--- src/rtl/control_ack_collector_pkg.sv ---
`default_nettype none
// ============================================================================
// Module   : control_ack_collector_pkg
// Purpose  : Shared control-path definitions for the control fan-out and the
//            ack collector: module count, module indices, config FSM state
//            type and the default acknowledge timeout.
// Ports    : none (package)
// Revision : 1.0 - initial release
// ============================================================================
package control_ack_collector_pkg;

  localparam int N_MODULES              = 4;
  localparam int DEFAULT_TIMEOUT_CYCLES = 1024;

  // Bit positions of each acquisition module in ack / stopped vectors
  localparam int MOD0_IDX = 0;
  localparam int MOD1_IDX = 1;
  localparam int MOD2_IDX = 2;
  localparam int MOD3_IDX = 3;

  typedef enum logic [0:0] {
    ST_IDLE     = 1'b0,
    ST_WAIT_ACK = 1'b1
  } cfg_state_e;

  // True once every module has acknowledged
  function automatic logic all_acked(input logic [N_MODULES-1:0] mask);
    return &mask;
  endfunction

endpackage
`default_nettype wire

--- src/rtl/control_ack_collector_timer.sv ---
`default_nettype none
// ============================================================================
// Module   : ctrl_timeout_timer
// Purpose  : Load / decrement / zero-flag down-counter for handshake timeouts.
//            A load sets the count to TIMEOUT_CYCLES-1; decrement saturates
//            at zero so the counter never wraps.
// Ports    : clk_i   - clock
//            rst_i   - synchronous active-high reset (count cleared)
//            load_i  - reload with TIMEOUT_CYCLES-1 (wins over dec_i)
//            dec_i   - decrement while nonzero
//            zero_o  - count is zero
// Revision : 1.0 - initial release
// ============================================================================
module ctrl_timeout_timer #(
  parameter int TIMEOUT_CYCLES = 1024,
  parameter int TIMER_WIDTH    = $clog2(TIMEOUT_CYCLES) + 1
) (
  input  logic clk_i,
  input  logic rst_i,
  input  logic load_i,
  input  logic dec_i,
  output logic zero_o
);

  localparam logic [TIMER_WIDTH-1:0] LOAD_VALUE = TIMER_WIDTH'(TIMEOUT_CYCLES - 1);

  logic [TIMER_WIDTH-1:0] count_q;
  logic [TIMER_WIDTH-1:0] count_d;

  always_comb begin
    count_d = count_q;
    if (load_i) begin
      count_d = LOAD_VALUE;
    end else if (dec_i && (count_q != '0)) begin
      count_d = count_q - 1'b1;
    end
  end

  always_ff @(posedge clk_i) begin
    if (rst_i) begin
      count_q <= '0;
    end else begin
      count_q <= count_d;
    end
  end

  assign zero_o = (count_q == '0);

endmodule
`default_nettype wire

--- src/rtl/control_ack_collector.sv ---
`default_nettype none
// ============================================================================
// Module   : control_ack_collector
// Purpose  : Collects per-module config acknowledges after a SET_CONFIG
//            broadcast and reduces them to a single DONE or TIMEOUT report
//            (with a mask of missing modules). Independently tracks STOP
//            requests until every module reports stopped.
// Ports    : CLK, RESET (sync, active-high)
//            SET_CONFIG, STOP          - 1-cycle request pulses
//            CONFIG_ACK_MOD0..3        - 1-cycle ack pulses per module
//            STOPPED_MOD0..3           - per-module stopped levels
//            BUSY                      - waiting for acks
//            CONFIG_DONE/CONFIG_TIMEOUT- 1-cycle completion pulses
//            MISSING_ACK_MASK[3:0]     - modules missing at last timeout
//            STOP_DONE                 - 1-cycle pulse, all stopped after STOP
//            ALL_STOPPED               - registered AND of STOPPED_MOD0..3
// Revision : 1.0 - initial release
// ============================================================================
module control_ack_collector
  import control_ack_collector_pkg::*;
#(
  parameter int TIMEOUT_CYCLES = DEFAULT_TIMEOUT_CYCLES
) (
  input  logic       CLK,
  input  logic       RESET,
  input  logic       SET_CONFIG,
  input  logic       STOP,
  input  logic       CONFIG_ACK_MOD0,
  input  logic       CONFIG_ACK_MOD1,
  input  logic       CONFIG_ACK_MOD2,
  input  logic       CONFIG_ACK_MOD3,
  input  logic       STOPPED_MOD0,
  input  logic       STOPPED_MOD1,
  input  logic       STOPPED_MOD2,
  input  logic       STOPPED_MOD3,
  output logic       BUSY,
  output logic       CONFIG_DONE,
  output logic       CONFIG_TIMEOUT,
  output logic [3:0] MISSING_ACK_MASK,
  output logic       STOP_DONE,
  output logic       ALL_STOPPED
);

  localparam int TIMER_WIDTH = $clog2(TIMEOUT_CYCLES) + 1;

  logic [N_MODULES-1:0] w_ack_vec;
  logic [N_MODULES-1:0] w_stopped_vec;
  logic [N_MODULES-1:0] w_next_mask;
  logic                 w_timer_load;
  logic                 w_timer_dec;
  logic                 w_timer_zero;
  logic                 w_stop_pending_d;

  cfg_state_e           state_q;
  logic [N_MODULES-1:0] mask_q;
  logic                 busy_q;
  logic                 done_q;
  logic                 timeout_q;
  logic [N_MODULES-1:0] missing_q;
  logic                 all_stopped_q;
  logic                 stop_pending_q;
  logic                 stop_done_q;

  always_comb begin
    w_ack_vec               = '0;
    w_ack_vec[MOD0_IDX]     = CONFIG_ACK_MOD0;
    w_ack_vec[MOD1_IDX]     = CONFIG_ACK_MOD1;
    w_ack_vec[MOD2_IDX]     = CONFIG_ACK_MOD2;
    w_ack_vec[MOD3_IDX]     = CONFIG_ACK_MOD3;
    w_stopped_vec           = '0;
    w_stopped_vec[MOD0_IDX] = STOPPED_MOD0;
    w_stopped_vec[MOD1_IDX] = STOPPED_MOD1;
    w_stopped_vec[MOD2_IDX] = STOPPED_MOD2;
    w_stopped_vec[MOD3_IDX] = STOPPED_MOD3;
  end

  assign w_next_mask = mask_q | w_ack_vec;

  // Timer reloads on any accepted SET_CONFIG (a STOP in WAIT_ACK overrides
  // it). Decrementing every WAIT_ACK cycle is safe: the timer saturates at
  // zero and its value is irrelevant once the FSM returns to IDLE.
  assign w_timer_load = SET_CONFIG && ((state_q == ST_IDLE) || !STOP);
  assign w_timer_dec  = (state_q == ST_WAIT_ACK);

  ctrl_timeout_timer #(
    .TIMEOUT_CYCLES (TIMEOUT_CYCLES),
    .TIMER_WIDTH    (TIMER_WIDTH)
  ) u_timer (
    .clk_i  (CLK),
    .rst_i  (RESET),
    .load_i (w_timer_load),
    .dec_i  (w_timer_dec),
    .zero_o (w_timer_zero)
  );

  // Config FSM with registered outputs
  always_ff @(posedge CLK) begin
    if (RESET) begin
      state_q   <= ST_IDLE;
      mask_q    <= '0;
      busy_q    <= 1'b0;
      done_q    <= 1'b0;
      timeout_q <= 1'b0;
      missing_q <= '0;
    end else begin
      done_q    <= 1'b0;
      timeout_q <= 1'b0;
      case (state_q)
        ST_IDLE: begin
          if (SET_CONFIG) begin
            state_q   <= ST_WAIT_ACK;
            mask_q    <= '0;
            missing_q <= '0;
            busy_q    <= 1'b1;
          end
        end
        ST_WAIT_ACK: begin
          if (STOP) begin
            state_q <= ST_IDLE;
            busy_q  <= 1'b0;
          end else if (SET_CONFIG) begin
            // Restart: acks arriving with the new request are dropped
            mask_q    <= '0;
            missing_q <= '0;
          end else if (all_acked(w_next_mask)) begin
            // Checked before the timer so a last-cycle ack still completes
            state_q <= ST_IDLE;
            mask_q  <= w_next_mask;
            busy_q  <= 1'b0;
            done_q  <= 1'b1;
          end else if (w_timer_zero) begin
            state_q   <= ST_IDLE;
            mask_q    <= w_next_mask;
            busy_q    <= 1'b0;
            timeout_q <= 1'b1;
            missing_q <= ~w_next_mask;
          end else begin
            mask_q <= w_next_mask;
          end
        end
        default: begin
          state_q <= ST_IDLE;
          busy_q  <= 1'b0;
        end
      endcase
    end
  end

  // A pending stop completes on the registered all-stopped flag; further
  // STOP pulses while pending are absorbed into the same request.
  assign w_stop_pending_d = (stop_pending_q && all_stopped_q) ? 1'b0
                                                              : (stop_pending_q || STOP);

  always_ff @(posedge CLK) begin
    if (RESET) begin
      all_stopped_q  <= 1'b0;
      stop_pending_q <= 1'b0;
      stop_done_q    <= 1'b0;
    end else begin
      all_stopped_q  <= &w_stopped_vec;
      stop_pending_q <= w_stop_pending_d;
      stop_done_q    <= stop_pending_q && all_stopped_q;
    end
  end

  assign BUSY             = busy_q;
  assign CONFIG_DONE      = done_q;
  assign CONFIG_TIMEOUT   = timeout_q;
  assign MISSING_ACK_MASK = missing_q;
  assign STOP_DONE        = stop_done_q;
  assign ALL_STOPPED      = all_stopped_q;

endmodule
`default_nettype wire
--- config.mk ---
export PLATFORM = sky130hd
export DESIGN_NAME = control_ack_collector
export DESIGN_NICKNAME = d
export VERILOG_FILES = /design/src/rtl/control_ack_collector_pkg.sv /design/src/rtl/control_ack_collector_timer.sv /design/src/rtl/control_ack_collector.sv
export SDC_FILE = /design/constraint.sdc
export NUM_CORES = 1
export LEC_CHECK = 0
export CORE_ASPECT_RATIO = 1.2
export CORE_MARGIN = 8
export CORE_UTILIZATION = 50
export CTS_CLUSTER_SIZE = 12
export DETAILED_ROUTE_END_ITERATION = 10
export GPL_TIMING_DRIVEN = 0
export PLACE_DENSITY = 0.83
export SLEW_MARGIN = 20
export SYNTH_ARGS = -nofsm -noshare
export SYNTH_HDL_FRONTEND = slang
export SYNTH_SLANG_ARGS = --single-unit
export TNS_END_PERCENT = 20
--- constraint.sdc ---
create_clock -name CLK -period 2.3 [get_ports CLK]
set_input_delay 0.46 -clock CLK [delete_from_list [all_inputs] [get_ports CLK]]
set_output_delay 0.46 -clock CLK [all_outputs]
set_load 0.02 [all_outputs]
# Yosys cells after proc, flatten, opt, wreduce, memory -nomap -nowiden
# Cells that the tools add are included.
# word_totals
wordCells	64
ff_bits	26
input_bits	12
output_inout_bits	9
# op_classes
reduce_logical	18
add_sub_neg	1
mux	25
eq_ne	6
n_bitwise	3
# op_table
cell	count
$mux 4	7
$mux 10	2
$pmux 4 s2	2
$mux 1	12
$reduce_and 4->1	3
$logic_not 11->1	1
$reduce_bool 11->1	1
$sub 11x1->11 const B	1
$ne 3x3->1 const B	2
$reduce_or 5->1	1
$ne 2x2->1 const B	2
$ne 4x2->1 const B	1
$not 4->4	1
$or 4x4->4	1
$pmux 1 s2	2
$reduce_or 2->1	2
$reduce_or 4->1	1
$logic_and 1x1->1	3
$ne 3x2->1 const B	1
$reduce_and 3->1	1
$logic_or 1x1->1	2
$reduce_and 2->1	1
$reduce_bool 2->1	1
$logic_not 1->1	1
$not 1->1	1

# Logic depth before layout (Yosys ltp)
# depth
depth_word	7
depth_mapped	6
mapped_depth_nobuf	6

# Cells and area by module
# From an unflattened synthesis, not the netlist that was laid out.
# hier_totals
cells_unflattened	132
area_unflattened_um2	1233.7
# by_module_without_submodules
mod	instances	seq_area_each_um2	cells_each	area_per_inst_um2
control_ack_collector	1	300.3	68	635.6
ctrl_timeout_timer	1	220.2	64	598.1

# Worst setup path after synthesis
# No wires, ideal clock.
# synth_timing
kind	flip-flop to flip-flop
from	register u_timer.count_q[0]
to	register missing_q[0], in the netlist MISSING_ACK_MASK[0]
stages_incl_launch_ff	7
period_less_slack_ps	1693
required_time_ps	2228
t_arrival_ps	1621
slack_ps	607
path_cell_list	dfxtp_1 > inv_1 > ha_1 > nor4b_4 > nand3_2 > nor3_4 > mux2i_1
# synth_via
elab_chain_cells	3
# synth_rtl
element	line	rtl
from (decl)	control_ack_collector_timer.sv:27	logic [TIMER_WIDTH-1:0] count_q;
from (signal assigned)	control_ack_collector_timer.sv:43	count_q <= count_d;
$logic_not 11->1	control_ack_collector_timer.sv:47	assign zero_o = (count_q == '0);
$ne 3x2->1 (no source line)	-	
$reduce_and 4->1 (no source line)	-	
to (signal assigned)	control_ack_collector.sv:136	missing_q <= ~w_next_mask;
to (decl)	control_ack_collector.sv:59	logic [N_MODULES-1:0] missing_q;
# No other way between the ends.
# A chain may end at the register's enable or synchronous reset.

# Final worst setup path
# Same ends and word-level chain as after synthesis.

==> results by group <==
Pwr
  • Leak pwr: 0.492 nW
  • Cell internal pwr: around 640 uW
  • Peak supply drop: 0.000498 V
  • Gate power share: 0.174
  • Pwr Density: 619 nW/um^2
  • Switching fraction of total power: 0.278
  • Sw Pwr: approximately 250 uW
  • Part of the power in registers: 0.566
  • Total Power: 889 uW
  • Clock power share: 0.260

Final layout
  • Commonest non-fill, non-tap cells in the layout: dfxtp_1, nor2_1, clkdlybuf4s50_1, nand2_1, a21oi_1
  • Final nets: 166
  • Most common cell after layout, fill and taps aside: dfxtp_1
  • Diode count: 0
  • Filler cells: 213
  • Area Overhead vs Synth: 22.7%
  • Layout cells sized above 1: 0.0789

Detailed routing
  • Wirelength per Cell: around 14 um
  • Detail Route Antenna Nets: 0
  • Uppermost layer routed: met4
  • Via count: around 1000
  • Residual DRC count: 0
  • Wire length on met2: between 1000 and 1500 um
  • Drt initial violations: 18
  • Final wirelength: roughly 2600 um
  • Met3 WL: approximately 160 um
  • Vias per std cell: 5.68
  • Post-Route M1 WL: roughly 1100 um
  • Drt pass-1 iters: 4

Logic synthesis
  • Post-Syn Instances: 129
  • Syn Area/Cell: 9.07 sq um
  • Post-synthesis sequential area ratio: 0.445
  • Synth warn: 0
  • Syn Nets: about 140
  • Count of different cell masters after synthesis: 35
  • Synth Cell Area: around 1200 sq um
  • Yosys reg bits: 26

Clock network
  • Sinks on Clock Net: 26
  • Worst-case clock buffer depth: 2
  • CTS resizes: 0
  • Hold-fix buffers, CTS: 0
  • Total CTS buffers: 3
  • Register clock-pin slew on the reported worst setup and hold paths: approximately 140 ps
  • Number of setup buffers added after CTS: 0
  • Clock Latency Late Sink: 320 ps
  • CTS tree: built
  • H-tree levels: 1
  • CTS root buf: clkbuf_4

Min path
  • Hold Crit Class: flop to flop
  • Min-delay src: u_timer.count_q[10]
  • Worst hold stages: 2
  • Hold Path Sink: u_timer.count_q[10]

Timing
  • Fin. max-slew vios: 0
  • RSZ-0062 raised after global routing: no
  • Measured slew at the worst slew-check pin: around 680 ps
  • Clock skew: ~4.5 ps
  • Achievable Freq: slightly above 500 MHz
  • Max_slew headroom: 0.544
  • Period minus WS final: between 1500 and 2000 ps
  • Tcrit/Tclk final: 0.858
  • Setup-failing EPs final: 0
  • Setup_tns: 0 ps
  • Final Hold Fails: 0

GRT
  • GRT Resource Usage Total: 0.144
  • Remaining global-route overflow: 0
  • Initial antenna violation count: 0
  • Vias in the first global route: around 1100
  • Largest net degree at the start of global routing: 15
  • Global-route wire length before repair: around 4600 um

Worst setup path
  • Flop-to-flop setup slack: about 330 ps
  • Crit path DAT: ~2200 ps
  • Startpoint types: flop
  • Crit-path max FO: 6
  • Worst path required time: between 2000 and 3000 ps
  • RR Endpoint: MISSING_ACK_MASK[0]
  • RR Startpoint: u_timer.count_q[0]
  • R2R depth: 6
  • Crit path capture type: flop
  • Critical path class: flop to flop

Floorplan
  • Die Y: just under 70 um
  • Die W: about 60 um
  • Num rows: 19
  • Core Box Area: 2260 sq um
  • I/O Pins: 21
  • Initial core utilization: 0.518
  • Die ar.: 4150 sq um

Flow run
  • Max_cap viols: 0

Placement
  • GP Congestion: 0.801
  • DPL Wire Length: between 2000 and 2500 um
  • Port Buffers: 19

Status
  • Status: complete, no violations
[state kept, by name, summed over array words and instances (netlist names)]
signal            count
MISSING_ACK_MASK      4
CONFIG_DONE           1
u_timer.count_q      11
STOP_DONE             1
CONFIG_TIMEOUT        1
ALL_STOPPED           1
state_q               1
mask_q                4
stop_pending_q        1
BUSY                  1
[power groups by stage]
stage | Combinational [mW] | Sequential, mW | Clock [mW]
floorplan | 0.107 | 0.509 | 0
global placement | 0.149 | 0.512 | 0
detailed placement | 0.155 | 0.513 | 0
CTS | 0.156 | 0.503 | 0.236
global route | 0.173 | 0.508 | 0.256
finish | 0.155 | 0.503 | 0.231
[cell families (layout without fill, tap and decap cells)]
logic type | Yosys count | in the layout | synth area share
AO/OA/AOI/OAI | 28 | 28 | 0.180
XOR/XNOR | 3 | 3 | 0.0225
adder cells (fa/ha/maj) | 1 | 1 | 0.0107
buffers and inverters | 7 | 30 | 0.0225
flip-flops | 26 | 26 | 0.445
multiplexers | 6 | 6 | 0.0524
AND/OR/NAND/NOR | 58 | 58 | 0.267
[Yosys cell counts (all sizes together)]
| library cell | instances | share of area |
|---|---|---|
| a2111oi | 2 | 0.036 |
| dfxtp | 26 | 0.44 |
| nor4 | 2 | 0.011 |
| nor2 | 19 | 0.061 |
| inv | 3 | 0.0096 |
| nand3 | 2 | 0.013 |
| nor3 | 7 | 0.044 |
| o211a | 1 | 0.0086 |
| clkbuf | 4 | 0.013 |
| mux2 | 1 | 0.0096 |
| a221o | 1 | 0.0086 |
| a22oi | 5 | 0.032 |
| nand2b | 2 | 0.011 |
| o31ai | 1 | 0.0064 |
| or4 | 1 | 0.0064 |
| a211o | 1 | 0.0075 |
| o21ai | 2 | 0.0086 |
| and4 | 1 | 0.0075 |
| a221oi | 1 | 0.0075 |
| mux2i | 5 | 0.043 |
| a31oi | 4 | 0.021 |
| and3 | 1 | 0.0054 |
| or3 | 1 | 0.0096 |
| a21oi | 10 | 0.043 |
| xnor2 | 3 | 0.022 |
| nand2 | 18 | 0.058 |
| ha | 1 | 0.011 |
| nand4 | 1 | 0.0054 |
| or4b | 1 | 0.0086 |
| nor4b | 2 | 0.028 |
[metrics by stage]
stage	setup WS, ps	hold WS [ps]	std cells	cell area, sq um	utilization
floorplan	607	423	129	1170	-
CTS	336	461	183	1440	0.635
global route	172	478	183	1440	0.635
finish	326	464	183	1440	0.635
detailed placement	111	442	179	1400	0.619
global placement	122	435	179	1400	0.619
[final cells by class]
cell class | count | area, sq um | area share
tap | 31 | 38.8 | 0.0270
multi-input combinational | 96 | 623 | 0.434
clock buffer | 4 | 36.3 | 0.0253
buffer | 4 | 15.0 | 0.0105
inverter | 3 | 11.3 | 0.00785
timing repair buffer | 19 | 190 | 0.133
sequential | 26 | 520 | 0.363
[how the worst max path moves through the flow]
| stage | depth (start not counted) | startpoint | slack [ps] | endpoint |
|---|---|---|---|---|
| finish | 6 | u_timer.count_q[0] | 330 | MISSING_ACK_MASK[0] |
| CTS | 6 | u_timer.count_q[0] | 340 | MISSING_ACK_MASK[0] |
| floorplan | 6 | u_timer.count_q[0] | 610 | MISSING_ACK_MASK[0] |
| global placement | 6 | STOP | 120 | mask_q[0] |
| detailed placement | 6 | STOP | 110 | mask_q[0] |
| global route | 6 | u_timer.count_q[0] | 170 | MISSING_ACK_MASK[0] |
[per-layer routing]
layer	GRT usage	vias up
met5	0	-
li1	-	512
met3	0.0297	5
met4	0.0716	0
met2	0.262	30
met1	0.152	493
[critical path, cell delays in order (launching register included)]
cell and delay (ps):
dfxtp_1 390, inv_1 80, ha_1 170, nor4b_4 420, nand3_2 270, nor3_4 350
mux2i_1 230
No activity file was read; power rests on OpenSTA's default activity.
